--- config.mk ---
export PLATFORM = sky130hd
export DESIGN_NAME = ldpc_enc_ctrl_flat
export DESIGN_NICKNAME = d
export VERILOG_FILES = /design/src/rtl/ldpc_pkg.sv /design/src/rtl/ldpc_enc_ctrl_if.sv /design/src/rtl/ldpc_p_rowmem.sv /design/src/rtl/ldpc_enc_ctrl.sv /design/src/flat_wrapper.sv
export SDC_FILE = /design/constraint.sdc
export NUM_CORES = 1
export LEC_CHECK = 0
export BUFFER_PORTS_ARGS = -buffer_cell sky130_fd_sc_hd__buf_4
export CORE_MARGIN = 4
export CORE_UTILIZATION = 50
export CTS_BUF_LIST = sky130_fd_sc_hd__clkbuf_4
export DETAILED_ROUTE_END_ITERATION = 8
export GPL_ROUTABILITY_DRIVEN = 0
export MAX_ROUTING_LAYER = met4
export PLACE_DENSITY = 0.8
export SYNTH_ARGS = -nofsm -noshare
export SYNTH_HDL_FRONTEND = slang
export SYNTH_SLANG_ARGS = --single-unit
--- constraint.sdc ---
create_clock -name clk -period 4.15 [get_ports clk]
set_input_delay 1.245 -clock clk [delete_from_list [all_inputs] [get_ports clk]]
set_output_delay 1.245 -clock clk [all_outputs]
set_load 0.005 [all_outputs]
--- src/rtl/ldpc_pkg.sv ---
// rtl/ldpc_pkg.sv - shared LDPC encoder types, defaults and helpers
package ldpc_pkg;

    localparam int LDPC_N = 6;
    localparam int LDPC_K = 3;

    typedef enum logic [1:0] {
        IDLE  = 2'd0,
        ACCUM = 2'd1,
        OUT   = 2'd2
    } state_e;

    function automatic int clog2_min1(input int v);
        return (v <= 1) ? 1 : $clog2(v);
    endfunction

endpackage

--- src/rtl/ldpc_enc_ctrl_if.sv ---
// rtl/ldpc_enc_ctrl_if.sv - config, info-in and codeword-out signal bundle
interface ldpc_enc_ctrl_if #(
    parameter int N = ldpc_pkg::LDPC_N,
    parameter int K = ldpc_pkg::LDPC_K
);
    localparam int CW = ldpc_pkg::clog2_min1(K);

    logic            cfg_we;
    logic [CW-1:0]   cfg_addr;
    logic [N-K-1:0]  cfg_data;
    logic            cfg_ready;
    logic            in_valid;
    logic            in_ready;
    logic [K-1:0]    in_info;
    logic            out_valid;
    logic            out_ready;
    logic [N-1:0]    out_codeword;
    logic            busy;

    modport master (
        output cfg_we, cfg_addr, cfg_data, in_valid, in_info, out_ready,
        input  cfg_ready, in_ready, out_valid, out_codeword, busy
    );

    modport slave (
        input  cfg_we, cfg_addr, cfg_data, in_valid, in_info, out_ready,
        output cfg_ready, in_ready, out_valid, out_codeword, busy
    );
endinterface

--- src/rtl/ldpc_p_rowmem.sv ---
// rtl/ldpc_p_rowmem.sv - K x (N-K) parity sub-matrix storage
module ldpc_p_rowmem #(
    parameter int N  = ldpc_pkg::LDPC_N,
    parameter int K  = ldpc_pkg::LDPC_K,
    parameter int CW = ldpc_pkg::clog2_min1(K)
) (
    input  logic           clk,
    input  logic           rst_n,
    input  logic           we_i,
    input  logic [CW-1:0]  wr_addr_i,
    input  logic [N-K-1:0] wr_data_i,
    input  logic [CW-1:0]  rd_addr_i,
    output logic [N-K-1:0] rd_data_o
);
    logic [N-K-1:0] mem_q [K];

    always_ff @(posedge clk) begin
        if (!rst_n) begin
            for (int i = 0; i < K; i++) begin
                mem_q[i] <= '0;
            end
        end else if (we_i && (int'(wr_addr_i) < K)) begin
            mem_q[wr_addr_i] <= wr_data_i;
        end
    end

    // Read index is the row counter, which never leaves 0..K-1.
    assign rd_data_o = mem_q[rd_addr_i];
endmodule

--- src/rtl/ldpc_enc_ctrl.sv ---
// rtl/ldpc_enc_ctrl.sv - bit-serial systematic LDPC encoder sequencer
module ldpc_enc_ctrl
    import ldpc_pkg::*;
#(
    parameter int N = LDPC_N,
    parameter int K = LDPC_K
) (
    input logic            clk,
    input logic            rst_n,
    ldpc_enc_ctrl_if.slave bus
);
    localparam int CW = clog2_min1(K);

    state_e         state_q, state_d;
    logic [K-1:0]   info_q, info_d;
    logic [N-K-1:0] parity_q, parity_d;
    logic [CW-1:0]  cnt_q, cnt_d;
    logic [N-K-1:0] row_rd;
    logic           row_we;

    // Same-cycle write and accept: the row lands at this edge, ACCUM reads it later.
    assign row_we = bus.cfg_we && (state_q == IDLE);

    ldpc_p_rowmem #(.N(N), .K(K), .CW(CW)) u_rowmem (
        .clk       (clk),
        .rst_n     (rst_n),
        .we_i      (row_we),
        .wr_addr_i (bus.cfg_addr),
        .wr_data_i (bus.cfg_data),
        .rd_addr_i (cnt_q),
        .rd_data_o (row_rd)
    );

    always_ff @(posedge clk) begin
        if (!rst_n) begin
            state_q  <= IDLE;
            info_q   <= '0;
            parity_q <= '0;
            cnt_q    <= '0;
        end else begin
            state_q  <= state_d;
            info_q   <= info_d;
            parity_q <= parity_d;
            cnt_q    <= cnt_d;
        end
    end

    always_comb begin
        state_d  = state_q;
        info_d   = info_q;
        parity_d = parity_q;
        cnt_d    = cnt_q;
        case (state_q)
            IDLE: begin
                if (bus.in_valid) begin
                    info_d   = bus.in_info;
                    parity_d = '0;
                    cnt_d    = '0;
                    state_d  = ACCUM;
                end
            end
            ACCUM: begin
                if (info_q[cnt_q]) begin
                    parity_d = parity_q ^ row_rd;
                end
                if (cnt_q == CW'(K - 1)) begin
                    state_d = OUT;
                end else begin
                    cnt_d = cnt_q + CW'(1);
                end
            end
            OUT: begin
                if (bus.out_ready) begin
                    state_d = IDLE;
                end
            end
            default: state_d = IDLE;
        endcase
    end

    // All outputs come from registers only.
    assign bus.in_ready     = (state_q == IDLE);
    assign bus.cfg_ready    = (state_q == IDLE);
    assign bus.out_valid    = (state_q == OUT);
    assign bus.busy         = (state_q != IDLE);
    assign bus.out_codeword = {parity_q, info_q};
endmodule

--- src/flat_wrapper.sv ---
// flat-port wrapper written by rule: the top's interface ports become plain ports
module ldpc_enc_ctrl_flat import ldpc_pkg::*;
#(
    parameter int N = LDPC_N,
    parameter int K = LDPC_K
)
  (clk, rst_n, bus_cfg_we, bus_cfg_addr, bus_cfg_data, bus_in_valid, bus_in_info, bus_out_ready, bus_cfg_ready, bus_in_ready, bus_out_valid, bus_out_codeword, bus_busy);
  ldpc_enc_ctrl_if #(.N(N), .K(K)) bus_i ();
  input logic clk;
  input logic rst_n;
  input wire logic [$bits(bus_i.cfg_we)-1:0] bus_cfg_we;
  input wire logic [$bits(bus_i.cfg_addr)-1:0] bus_cfg_addr;
  input wire logic [$bits(bus_i.cfg_data)-1:0] bus_cfg_data;
  input wire logic [$bits(bus_i.in_valid)-1:0] bus_in_valid;
  input wire logic [$bits(bus_i.in_info)-1:0] bus_in_info;
  input wire logic [$bits(bus_i.out_ready)-1:0] bus_out_ready;
  output wire logic [$bits(bus_i.cfg_ready)-1:0] bus_cfg_ready;
  output wire logic [$bits(bus_i.in_ready)-1:0] bus_in_ready;
  output wire logic [$bits(bus_i.out_valid)-1:0] bus_out_valid;
  output wire logic [$bits(bus_i.out_codeword)-1:0] bus_out_codeword;
  output wire logic [$bits(bus_i.busy)-1:0] bus_busy;
  assign bus_i.cfg_we = bus_cfg_we;
  assign bus_i.cfg_addr = bus_cfg_addr;
  assign bus_i.cfg_data = bus_cfg_data;
  assign bus_i.in_valid = bus_in_valid;
  assign bus_i.in_info = bus_in_info;
  assign bus_i.out_ready = bus_out_ready;
  assign bus_cfg_ready = bus_i.cfg_ready;
  assign bus_in_ready = bus_i.in_ready;
  assign bus_out_valid = bus_i.out_valid;
  assign bus_out_codeword = bus_i.out_codeword;
  assign bus_busy = bus_i.busy;
  ldpc_enc_ctrl #(.N(N), .K(K)) u_core (.clk(clk), .rst_n(rst_n), .bus(bus_i));
endmodule
**Yosys cells after proc, flatten, opt, wreduce, memory -nomap -nowiden**

Memory sizes are Yosys's and may differ from the RTL's. A register that Yosys moved wholly into a read port is not among the register bits.
Index checks and enable logic that the tools add are counted.

- Memories kept: 1
- Register bits: 10
- Output and inout bits: 10
- Input bits: 13
- Bits in writable memories: 9

Memories:

| memory | depth | width | read ports | clocked after memory_dff | write ports | RTL line | source |
|---|---|---|---|---|---|---|---|
| u_core.u_rowmem.mem_q | 3 | 3 | 1 | 1 | 3 | ldpc_p_rowmem.sv:15 | `logic [N-K-1:0] mem_q [K];` |

- Bitwise logic cells: 1
- Mux-type cells: 21
- Add/sub/neg operators: 1
- Reduce and logical (&&, ||, !) cells: 10
- $lt $le $gt $ge: 2
- Equal/unequal tests: 8

Operators with widths:

| operator | number |
|---|---|
| $mux 2 | 8 |
| $mux 3 | 3 |
| $reduce_and 3->1 | 3 |
| $mux 1 | 6 |
| $ne 2x2->1 const B | 3 |
| $pmux 2 s3 | 1 |
| $pmux 3 s2 | 1 |
| $eq 2x2->1 const B | 2 |
| $ne 2x1->1 const B | 2 |
| $pmux 2 s2 | 1 |
| $reduce_bool 2->1 | 2 |
| $lt 2x3->1 const B | 1 |
| $reduce_or 3->1 | 1 |
| $xor 3x3->3 | 1 |
| $add 2x1->2 const B | 1 |
| $bmux 1 s2 | 1 |
| $eq 2x1->1 const B | 1 |
| $logic_and 1x1->1 | 2 |
| $logic_not 2->1 | 1 |
| $lt 2x2->1 const B | 1 |
| $reduce_and 2->1 | 1 |

**Logic depth before layout (Yosys ltp)**

Gate-level depths: netlist of run 1.

- Depth after elaboration: 8
- Gate-level depth with buffers: 6
- Depth with buffers taken out: 6

**Hierarchy**

Synthesis of run 1 repeated with hierarchy kept, for this count alone.

- Cells, all modules: 100
- Area total of the unflattened synthesis: 1084.8 µm²

Modules (own cells, without submodules):

| module | area each (µm²) | cells each | sequential area each (µm²) | times used |
|---|---|---|---|---|
| ldpc_enc_ctrl | 555.5 | 66 | 200.2 | 1 |
| ldpc_p_rowmem | 529.3 | 34 | 360.3 | 1 |

**Worst setup path after synthesis of run 1**

No wires, ideal clock.

- Path kind: register -> output
- Start point: register u_core.state_q[0]
- End point: output bus_in_ready
- Setup slack: 1.967 ns
- Arrival: 0.938 ns
- Data required time: 2.905 ns
- Stages on the path, launching flop included: 4
- Cell sequence: dfxtp_1 > buf_2 > nor2_1 > buf_4

- Word-level cells in the longest chain between the ends: 1

RTL lines:

| what | RTL line | source |
|---|---|---|
| start, declared | ldpc_enc_ctrl.sv:14 | `state_e state_q, state_d;` |
| start signal, assigned | ldpc_enc_ctrl.sv:41 | `state_q <= state_d;` |
| $logic_not 2->1 | - |  |
| end, declared | flat_wrapper.sv:18 | `output wire logic [$bits(bus_i.in_ready)-1:0] bus_in_ready;` |

Every way passes these cells.

**Worst setup path after layout of run 1**

- Start point: register u_core.state_q[0]
- End point: output bus_busy

- Word-level cells in the longest chain between the ends: 1

RTL lines:

| what | RTL line | source |
|---|---|---|
| $reduce_bool 2->1 | ldpc_enc_ctrl.sv:85 | `assign bus.busy = (state_q != IDLE);` |
| end, declared | flat_wrapper.sv:21 | `output wire logic [$bits(bus_i.busy)-1:0] bus_busy;` |

Every way passes these cells.

==> out/results.tsv, run 1 <==
metric	value	unit
first_iter_violations	17	
r2r-end	u_core.cnt_q[0]$_SDFFE_PN0P_	
grt_overflow	0	
gr-usage-met2	24.8	%
finalHoldViolCount	0	
synth_compound_area_share	9.29	%
postCtsSetupRepairBufs	0	
hp-class	reg2reg	
coreArea	2040	um^2
power	0.000491	W
met1_usage	17.8	%
ant_nets	0	
insertion_delay	0.31	ns
period_minus_slack	2.62	ns
num_antenna_cells	0	
final_nets	138	
max_cap_violations	0	
start_util	54.7	%
final_core_utilization	66.6	%
grt_pass1_vias	842	
port_buffers	22	
report.final.setup_viol	0	
n_fill_cell	163	
status	finished, final reports clean	
cts_buffers	3	
synthAdderAreaFrac	1.12	%
arrival	1.38	ns
min_from	u_core.info_q[2]$_SDFFE_PN0P_	
ios	23	
dp_hpwl	1610	um
synth-simple-area-share	23.2	%
fp.dieW	55.3	um
root_buffer	clkbuf_4	
vias_per_cell	5.54	
hold_depth	2	
cts_tree	built	
worstRegToRegCells	6	
max_freq	381	MHz
synth_largest_area_cell	edfxtp_1	
top_usage_layer	met2	
drt_wl_total	2140	um
clk_path_buf_depth	2	
postCtsHoldBufs	0	
clock_skew	0.00988	ns
synth_seq_area_share	53.8	%
vdd_ir_drop_max	0.298	mV
cts_resized	0	
netlist_top_cells_area	edfxtp_1 32%, dfxtp_1 22%, mux4_2 4.0%, and2_1 3.4%, nor3b_1 3.4%	
place_inst	146	
grt_max_degree	15	
cp-end-kind	primary output	
tns	0	ns
dieArea	3050	um^2
area_delta_synth_final	21.7	%
yosys_warnings	0	
synth.distinct_cells	33	
synth_xor_area_share	0	%
period_share	63.2	%
p_leak	0.559	nW
path_class	reg2out	
clkSinkCount	24	
synth_mux_area_share	9.18	%
netlist.area_leader.share	32.3	%
die-height	55.3	um
required	2.90	ns
rows	16	
track_usage	15.7	%
htreeDepth	1	
reg2reg_from	u_core.cnt_q[0]$_SDFFE_PN0P_	
startpoint_type	flop	
path_clk_slew	0.12	ns
ys_seq_elements	24	
p_per_area	361	nW/um^2
synth_top_family_by_area	simple AND/OR/NAND/NOR gates	
drv_slew	0	
met3_usage	4.20	%
drt_first_pass_iters	4	
rsz0062_at_grt	false	
vias	831	
syn_avg_cell_area	11.4	um^2
layout-drive-gt1-share	23.6	%
finalNonFillerCells	150	
antenna_found_initial	0	
holdWs	0.513	ns
regToRegSetupSlack	2.54	ns
wl_per_cell	14.3	um
crit_fanout	12	
drc	0	
postSynthCellCount	98	
min_to	u_core.info_q[2]$_SDFFE_PN0P_	
grt_pass1_wl	3770	um
netlist_area	1120	um^2
-- worst max-delay path by stage --
| stage | from | endpoint | slack, ns | depth (start not counted) |
|---|---|---|---|---|
| global placement | rst_n | u_core.u_rowmem.mem_q[2][0]$_SDFFCE_PN0P_ | 1.81 | 4 |
| global route | u_core.state_q[0]$_SDFFE_PN0P_ | bus_busy | 1.41 | 3 |
| detailed placement | rst_n | u_core.u_rowmem.mem_q[2][2]$_SDFFCE_PN0P_ | 1.73 | 4 |
| floorplan | u_core.state_q[0]$_SDFFE_PN0P_ | bus_in_ready | 1.97 | 3 |
| CTS | u_core.state_q[0]$_SDFFE_PN0P_ | bus_busy | 1.51 | 3 |
| finish | u_core.state_q[0]$_SDFFE_PN0P_ | bus_busy | 1.53 | 3 |
-- worst max-delay path: stages, from the launching register on --
cell	delay, ns
dfxtp_1	0.45
nor2_1	0.40
inv_1	0.08
buf_4	0.14
-- cell type report --
| cell class | count | area [um^2] | area share, % |
|---|---|---|---|
| flip-flops and latches | 24 | 601 | 44.2 |
| multi-input cells | 68 | 489 | 36.0 |
| repair buffers | 22 | 165 | 12.1 |
| well taps | 27 | 33.8 | 2.48 |
| clock inverters | 1 | 30.0 | 2.21 |
| clock buffers | 3 | 22.5 | 1.66 |
| inverters | 5 | 18.8 | 1.38 |
-- metrics by stage --
stage / cell area, um^2 / setup slack, ns
3_3_place_gp: 1310 / 1.81
3_5_place_dp: 1310 / 1.73
6_report: 1360 / 1.53
4_1_cts: 1360 / 1.51
5_1_grt: 1360 / 1.41
2_1_floorplan: 1120 / 1.97
-- layer usage --
| metal | part of all wire (%) | vias to the layer above |
|---|---|---|
| li1 | - | 406 |
| met4 | 2.7 | 0 |
| met2 | 52 | 26 |
| met1 | 39 | 393 |
| met3 | 6.1 | 6 |
| met5 | 0 | - |
-- sequential cells by signal, summed over array words and instances (netlist names), named ones only --
signal,flops
u_core.cnt_q,2
u_core.u_rowmem.mem_q,12
u_core.state_q,2
u_core.parity_q,3
u_core.info_q,3
-- layout by cell type (no fill, tap or decap), types with 3 or more instances in the layout --
cell type and count:
nor3b_1 5, a21boi_0 4, dfxtp_1 12, nor2b_1 3
a211o_1 3, and2_1 6, edfxtp_1 12, clkbuf_4 3
buf_4 22, nand3_1 4, inv_1 5, nand2_1 8
and3_1 3, nor2_1 3, conb_1 3, nand2b_1 4
-- cell families after synthesis --
| logic type | Yosys count |
|---|---|
| compound gates | 14 |
| fa+ha+maj | 1 |
| buf+inv | 8 |
| flops | 24 |
| mux | 6 |
| other cells | 1 |
| simple gates | 44 |
-- synthesized netlist by cell type --
cell and instances:
inv_1 5, nor4b_1 2, or3_1 1, mux2_2 1, a21boi_0 4, a211o_1 3, mux2i_1 2, a31oi_1 2
nor4_1 1, nand4bb_1 1, nand2b_1 4, nor2b_1 3, and2_1 6, nand4b_1 1, nor3_1 2, ha_1 1
conb_1 1, nand3_1 4, dfxtp_1 12, mux4_1 1, clkbuf_1 1, and3_1 3, nor3b_1 5, buf_4 1
edfxtp_1 12, buf_2 1, nor2_1 3, o31ai_1 1, o21ai_0 1, mux4_2 2, a22oi_1 2, nand2_1 8
o21bai_1 1
-- where the power goes --
group          internal [W]  switching [W]  total [W]  leakage, nW
combinational     0.0000293      0.0000243  0.0000536        0.311
clock             0.0000976      0.0000692   0.000167       0.0279
sequential         0.000261     0.00000968   0.000270        0.221
total              0.000388       0.000103   0.000491        0.559
Note: power is estimated with default switching activity, not from simulation.
==> inputs of run 2 (changes only) <==
--- a/config.mk
+++ b/config.mk
@@ -5,6 +5,7 @@
 export SDC_FILE = /design/constraint.sdc
 export NUM_CORES = 1
 export LEC_CHECK = 0
+export ABC_AREA = 1
 export BUFFER_PORTS_ARGS = -buffer_cell sky130_fd_sc_hd__buf_4
 export CORE_MARGIN = 4
 export CORE_UTILIZATION = 50
==> constraint.sdc (replaced) <==
create_clock -name clk -period 2.5 [get_ports clk]
set_input_delay 0.75 -clock clk [delete_from_list [all_inputs] [get_ports clk]]
set_output_delay 0.75 -clock clk [all_outputs]
set_load 0.005 [all_outputs]
==> run 2 against run 1 <==
Wire length grew 3.4%. Flip-flop and latch count is the same. Synthesized area shrank 2.0%. Global-route usage grew 1.8 points. Hold slack lost 0.0096 ns. Via count grew 7.3%. Setup slack lost 0.82 ns. Clock power grew 68%. Utilization shrank 0.27 points. Total power grew 81%. Critical path depth grew 1. First-iteration DRC count shrank 35%.
==> out/results.tsv, run 2 <==
metric	value	unit
status	finished, final reports clean	
insertion_delay	0.31	ns
synth_xor_area_share	0	%
start_util	54.1	%
layout_commonest_cell	nand2_1	
grt_pass1_wl	3590	um
largest_reg_flops	12	
async_flop_share	0	%
rows	16	
synth_common_cells	38 x nand2_1, 20 x nor2_1, 13 x inv_1	
path_clk_slew	0.13	ns
period_share	71.6	%
postSynthCellCount	134	
track_usage	17.5	%
finalNonFillerCells	187	
path_class	reg2out	
synth_flop_cell	edfxtp_1	
netlist_area	1090	um^2
p_switching	0.000224	W
coreArea	2020	um^2
drv_slew	0	
drt_first_pass_iters	4	
synth_top_family_by_area	simple AND/OR/NAND/NOR gates	
finalHoldViolCount	0	
die-height	54.8	um
pwr-share-seq	51.6	%
arrival	1.04	ns
period_minus_slack	1.79	ns
clock_skew	0.00261	ns
wl_per_cell	11.8	um
grt_max_degree	15	
cts_tree	built	
synth-edff-count	12	
p_comb_share	16.8	%
grt_pass1_vias	863	
postCtsSetupRepairBufs	0	
max_cap_violations	0	
syn_avg_cell_area	8.17	um^2
ant_nets	0	
yosys_warnings	0	
synthAdderAreaFrac	1.14	%
synth_seq_area_share	54.9	%
power	0.000891	W
reg.largest.list	u_core.u_rowmem.mem_q x12, u_core.info_q x3, u_core.parity_q x3	
rsz0062_at_grt	false	
synth.most_common_cell	nand2_1	
htreeDepth	1	
path_common_cell	inv_2	
clkSinkCount	24	
cts_buffers	3	
critical_path.top_delay_family	flip-flops	
report.final.setup_viol	0	
startpoint_type	flop	
synth_mux_area_share	0	%
place_inst	183	
drt_wl_total	2210	um
synth_largest_area_cell	edfxtp_1	
synth.distinct_cells	21	
vias	892	
tns	0	ns
postCtsHoldBufs	0	
p_per_area	664	nW/um^2
pwr-share-clk	31.6	%
slowest_delay	0.40	ns
layout-drive-gt1-share	21.9	%
power.internal	0.000666	W
clk_path_buf_depth	2	
drc	0	
crit_slowest_cell	dfxtp_1	
sw_frac_of_total	25.2	%
cp-end-kind	primary output	
area_delta_synth_final	22.5	%
antenna_found_initial	0	
synth-simple-area-share	28.3	%
final_nets	175	
port_buffers	22	
netlist_top_cells_area	edfxtp_1 33%, dfxtp_1 22%, nand2_1 13%, nor2_1 6.9%, nand3_1 4.6%	
crit_fanout	4	
num_antenna_cells	0	
ios	23	
dp_hpwl	1700	um
ys_seq_elements	24	
fp.dieW	54.8	um
placed_area	1290	um^2
top_register	u_core.u_rowmem.mem_q	
final_cell_mix	38 x nand2_1, 22 x buf_4, 20 x nor2_1, 13 x inv_1	
root_buffer	clkbuf_4	
hp-class	reg2reg	
vdd_ir_drop_max	0.443	mV
required	1.75	ns
netlist.area_leader.share	32.9	%
p_leak	0.598	nW
final_core_utilization	66.3	%
cp_num_buf_inv	3	
path_cells	inv_2 -> nand2_2 -> inv_2 -> buf_4	
fin_area	1340	um^2
cts_resized	0	
vias_per_cell	4.77	
max_freq	558	MHz
dieArea	3000	um^2
n_fill_cell	162	
synth_compound_area_share	8.00	%
grt_overflow	0	
first_iter_violations	11	
[run 2: cell count changes in the layout (fill, tap and decap cells not counted), sizes merged, moves of 5 or more]
cell   delta
a21oi     +8
and2      -5
inv      +13
nand2    +31
nand3     +7
nor2     +17
nor3b     -5
[run 2: cell type report]
class / instances / area, um^2 / share of cell area [%]
Timing Repair Buffer: 22 / 165 / 12.3
Clock buffer: 3 / 22.5 / 1.68
Clock inverter: 1 / 30.0 / 2.24
Inverter: 18 / 67.6 / 5.04
Tap cell: 27 / 33.8 / 2.52
Sequential cell: 24 / 601 / 44.8
Multi-Input combinational cell: 92 / 422 / 31.4
[run 2: final timing paths]
kind	startpoint	to	slack, ns	cells after the start
max reg2reg	u_core.state_q[1]$_SDFFE_PN0P_	u_core.u_rowmem.mem_q[2][0]$_SDFFCE_PN0P_	1.15	7
min	u_core.info_q[1]$_SDFFE_PN0P_	u_core.info_q[1]$_SDFFE_PN0P_	0.50	2
min reg2reg	u_core.info_q[1]$_SDFFE_PN0P_	u_core.info_q[1]$_SDFFE_PN0P_	0.50	2
max	u_core.state_q[0]$_SDFFE_PN0P_	bus_in_ready	0.71	4
[run 2: worst register-to-register path: stages (launching register included)]
cell,delay (ns)
dfxtp_1,0.34
inv_2,0.07
nand2_2,0.09
inv_2,0.08
nand3_1,0.08
a21oi_2,0.15
nand3b_1,0.14
nand2_1,0.15
[run 2: routing by layer]
metal	wire (um)	GRT usage (%)	vias to the layer above
met5	0	-	-
met4	34	8.30	0
met3	107	5.18	4
met2	1070	27.6	21
met1	999	20.4	392
li1	-	-	475
[run 2: cells by family after synthesis]
logic type / Yosys count
buf+inv: 20
fa+ha+maj: 1
compound gates: 14
simple gates: 74
flops: 24
other cells: 1
[run 2: power groups by stage]
| stage | combinational, W | clock (W) | sequential [W] |
|---|---|---|---|
| 5_1_grt | 0.000167 | 0.000306 | 0.000463 |
| 2_1_floorplan | 0.0000929 | 0 | 0.000464 |
| 3_3_place_gp | 0.000143 | 0 | 0.000466 |
| 6_report | 0.000150 | 0.000281 | 0.000460 |
| 4_1_cts | 0.000150 | 0.000285 | 0.000459 |
| 3_5_place_dp | 0.000148 | 0 | 0.000468 |
[run 2: per-stage QoR]
| stage | hold WS, ns | worst slack [ns] |
|---|---|---|
| 3_5_place_dp | 0.475 | 0.772 |
| 4_1_cts | 0.496 | 0.702 |
| 5_1_grt | 0.531 | 0.623 |
| 6_report | 0.503 | 0.709 |
| 2_1_floorplan | 0.460 | 0.819 |
| 3_3_place_gp | 0.468 | 0.805 |
==> inputs of run 3 (changes only) <==
==> constraint.sdc (replaced) <==
create_clock -name clk -period 1.7 [get_ports clk]
set_input_delay 0.51 -clock clk [delete_from_list [all_inputs] [get_ports clk]]
set_output_delay 0.51 -clock clk [all_outputs]
set_load 0.005 [all_outputs]
==> run 3 against run 2 <==
Global-route usage down 1.9 points. Clock power down 8.9%. Combinational power up 43%. Non-clock buffer count unchanged. Die area unchanged. Clock skew about the same. Sequential power up 47%. Via count down 2.6%. Flip-flop and latch count unchanged. First-iteration DRC count rose to 3.2 times the previous value. Setup slack worse by 0.55 ns. Critical endpoint unchanged. Highest routed layer unchanged.
==> out/results.tsv, run 3 (synthesis gave the netlist of run 2 again) <==
metric	value	unit
path_common_cell	inv_2	
crit_fanout	4	
grt_pass1_vias	794	
grt_pass1_wl	3220	um
final_nets	175	
cts_resized	0	
finalNonFillerCells	187	
final_cell_mix	38 x nand2_1, 22 x buf_4, 20 x nor2_1, 13 x inv_1	
layout-drive-gt1-share	21.3	%
required	1.19	ns
dieArea	3000	um^2
drt_first_pass_iters	4	
drt_wl_total	1980	um
drc	0	
postCtsHoldBufs	0	
placed_area	1290	um^2
start_util	54.1	%
cts_buffers	3	
tns	0	ns
cp-end-kind	primary output	
die-height	54.8	um
dp_hpwl	1640	um
slowest_delay	0.39	ns
clock_skew	0.00284	ns
finalHoldViolCount	0	
root_buffer	clkbuf_4	
report.final.setup_viol	0	
insertion_delay	0.31	ns
path_clk_slew	0.13	ns
clk_path_buf_depth	2	
coreArea	2020	um^2
fin_area	1320	um^2
top_register	u_core.u_rowmem.mem_q	
wl_per_cell	10.6	um
max_cap_violations	0	
postCtsSetupRepairBufs	0	
ios	23	
power	0.00114	W
drv_slew	0	
vdd_ir_drop_max	0.591	mV
fp.dieW	54.8	um
port_buffers	22	
ant_nets	0	
htreeDepth	1	
clkSinkCount	24	
hp-class	in2reg	
reg.largest.list	u_core.u_rowmem.mem_q x12, u_core.info_q x3, u_core.parity_q x3	
rows	16	
largest_reg_flops	12	
track_usage	15.7	%
grt_max_degree	14	
crit_slowest_cell	dfxtp_1	
rsz0062_at_grt	false	
grt_overflow	0	
vias	869	
status	finished, final reports clean	
area_delta_synth_final	20.1	%
path_cells	inv_2 -> nand2_2 -> inv_2 -> buf_4	
startpoint_type	flop	
max_freq	648	MHz
period_share	90.8	%
layout_commonest_cell	nand2_1	
vias_per_cell	4.65	
first_iter_violations	35	
path_class	reg2out	
p_per_area	870	nW/um^2
num_antenna_cells	0	
period_minus_slack	1.54	ns
cts_tree	built	
arrival	1.03	ns
p_leak	0.585	nW
place_inst	183	
antenna_found_initial	0	
-- run 3: worst paths after layout --
| path | start | to | slack (ns) | cells after the start |
|---|---|---|---|---|
| setup / recovery | u_core.state_q[0]$_SDFFE_PN0P_ | bus_in_ready | 0.16 | 4 |
| hold / removal | bus_cfg_data[2] | u_core.u_rowmem.mem_q[3][2]$_DFFE_PP_ | 0.37 | 1 |
| setup reg to reg | u_core.state_q[1]$_SDFFE_PN0P_ | u_core.u_rowmem.mem_q[2][1]$_SDFFCE_PN0P_ | 0.33 | 7 |
| hold reg to reg | u_core.info_q[0]$_SDFFE_PN0P_ | u_core.info_q[0]$_SDFFE_PN0P_ | 0.49 | 2 |
-- run 3: power by group --
group	internal, W	switching (W)	leakage (nW)
clock network	0.0000859	0.000170	0.0154
logic	0.0000942	0.000120	0.349
registers	0.000647	0.0000263	0.221
-- run 3: stage by stage --
| stage | setup slack, ns | utilization (%) | hold slack (ns) |
|---|---|---|---|
| floorplan | 0.259 | - | 0.460 |
| global placement | 0.245 | 63.7 | 0.468 |
| detailed placement | 0.201 | 63.7 | 0.474 |
| CTS | 0.147 | 65.0 | 0.364 |
| global route | 0.0775 | 65.0 | 0.358 |
| finish | 0.156 | 65.0 | 0.371 |
-- run 3: routing by layer --
| layer | GRT usage, % | up-vias | wire length (um) |
|---|---|---|---|
| met1 | 17.9 | 366 | 877 |
| met4 | 6.64 | 0 | 23 |
| li1 | - | 474 | - |
| met2 | 26.0 | 27 | 964 |
| met5 | - | - | 0 |
| met3 | 3.81 | 2 | 113 |
-- run 3: cell type report --
cell class / count / area (um^2)
multi-input cells: 92 / 422
flip-flops and latches: 24 / 601
fillers: 173 / 707
inverters: 18 / 67.6
clock inverters: 1 / 3.75
clock buffers: 3 / 22.5
well taps: 27 / 33.8
repair buffers: 22 / 165
-- run 3: critical path: cells and delay by family (launching register included) --
family / cells / cell delay [ns]
buffers and inverters: 3 / 0.23
flip-flops: 1 / 0.39
AND/OR/NAND/NOR: 1 / 0.10
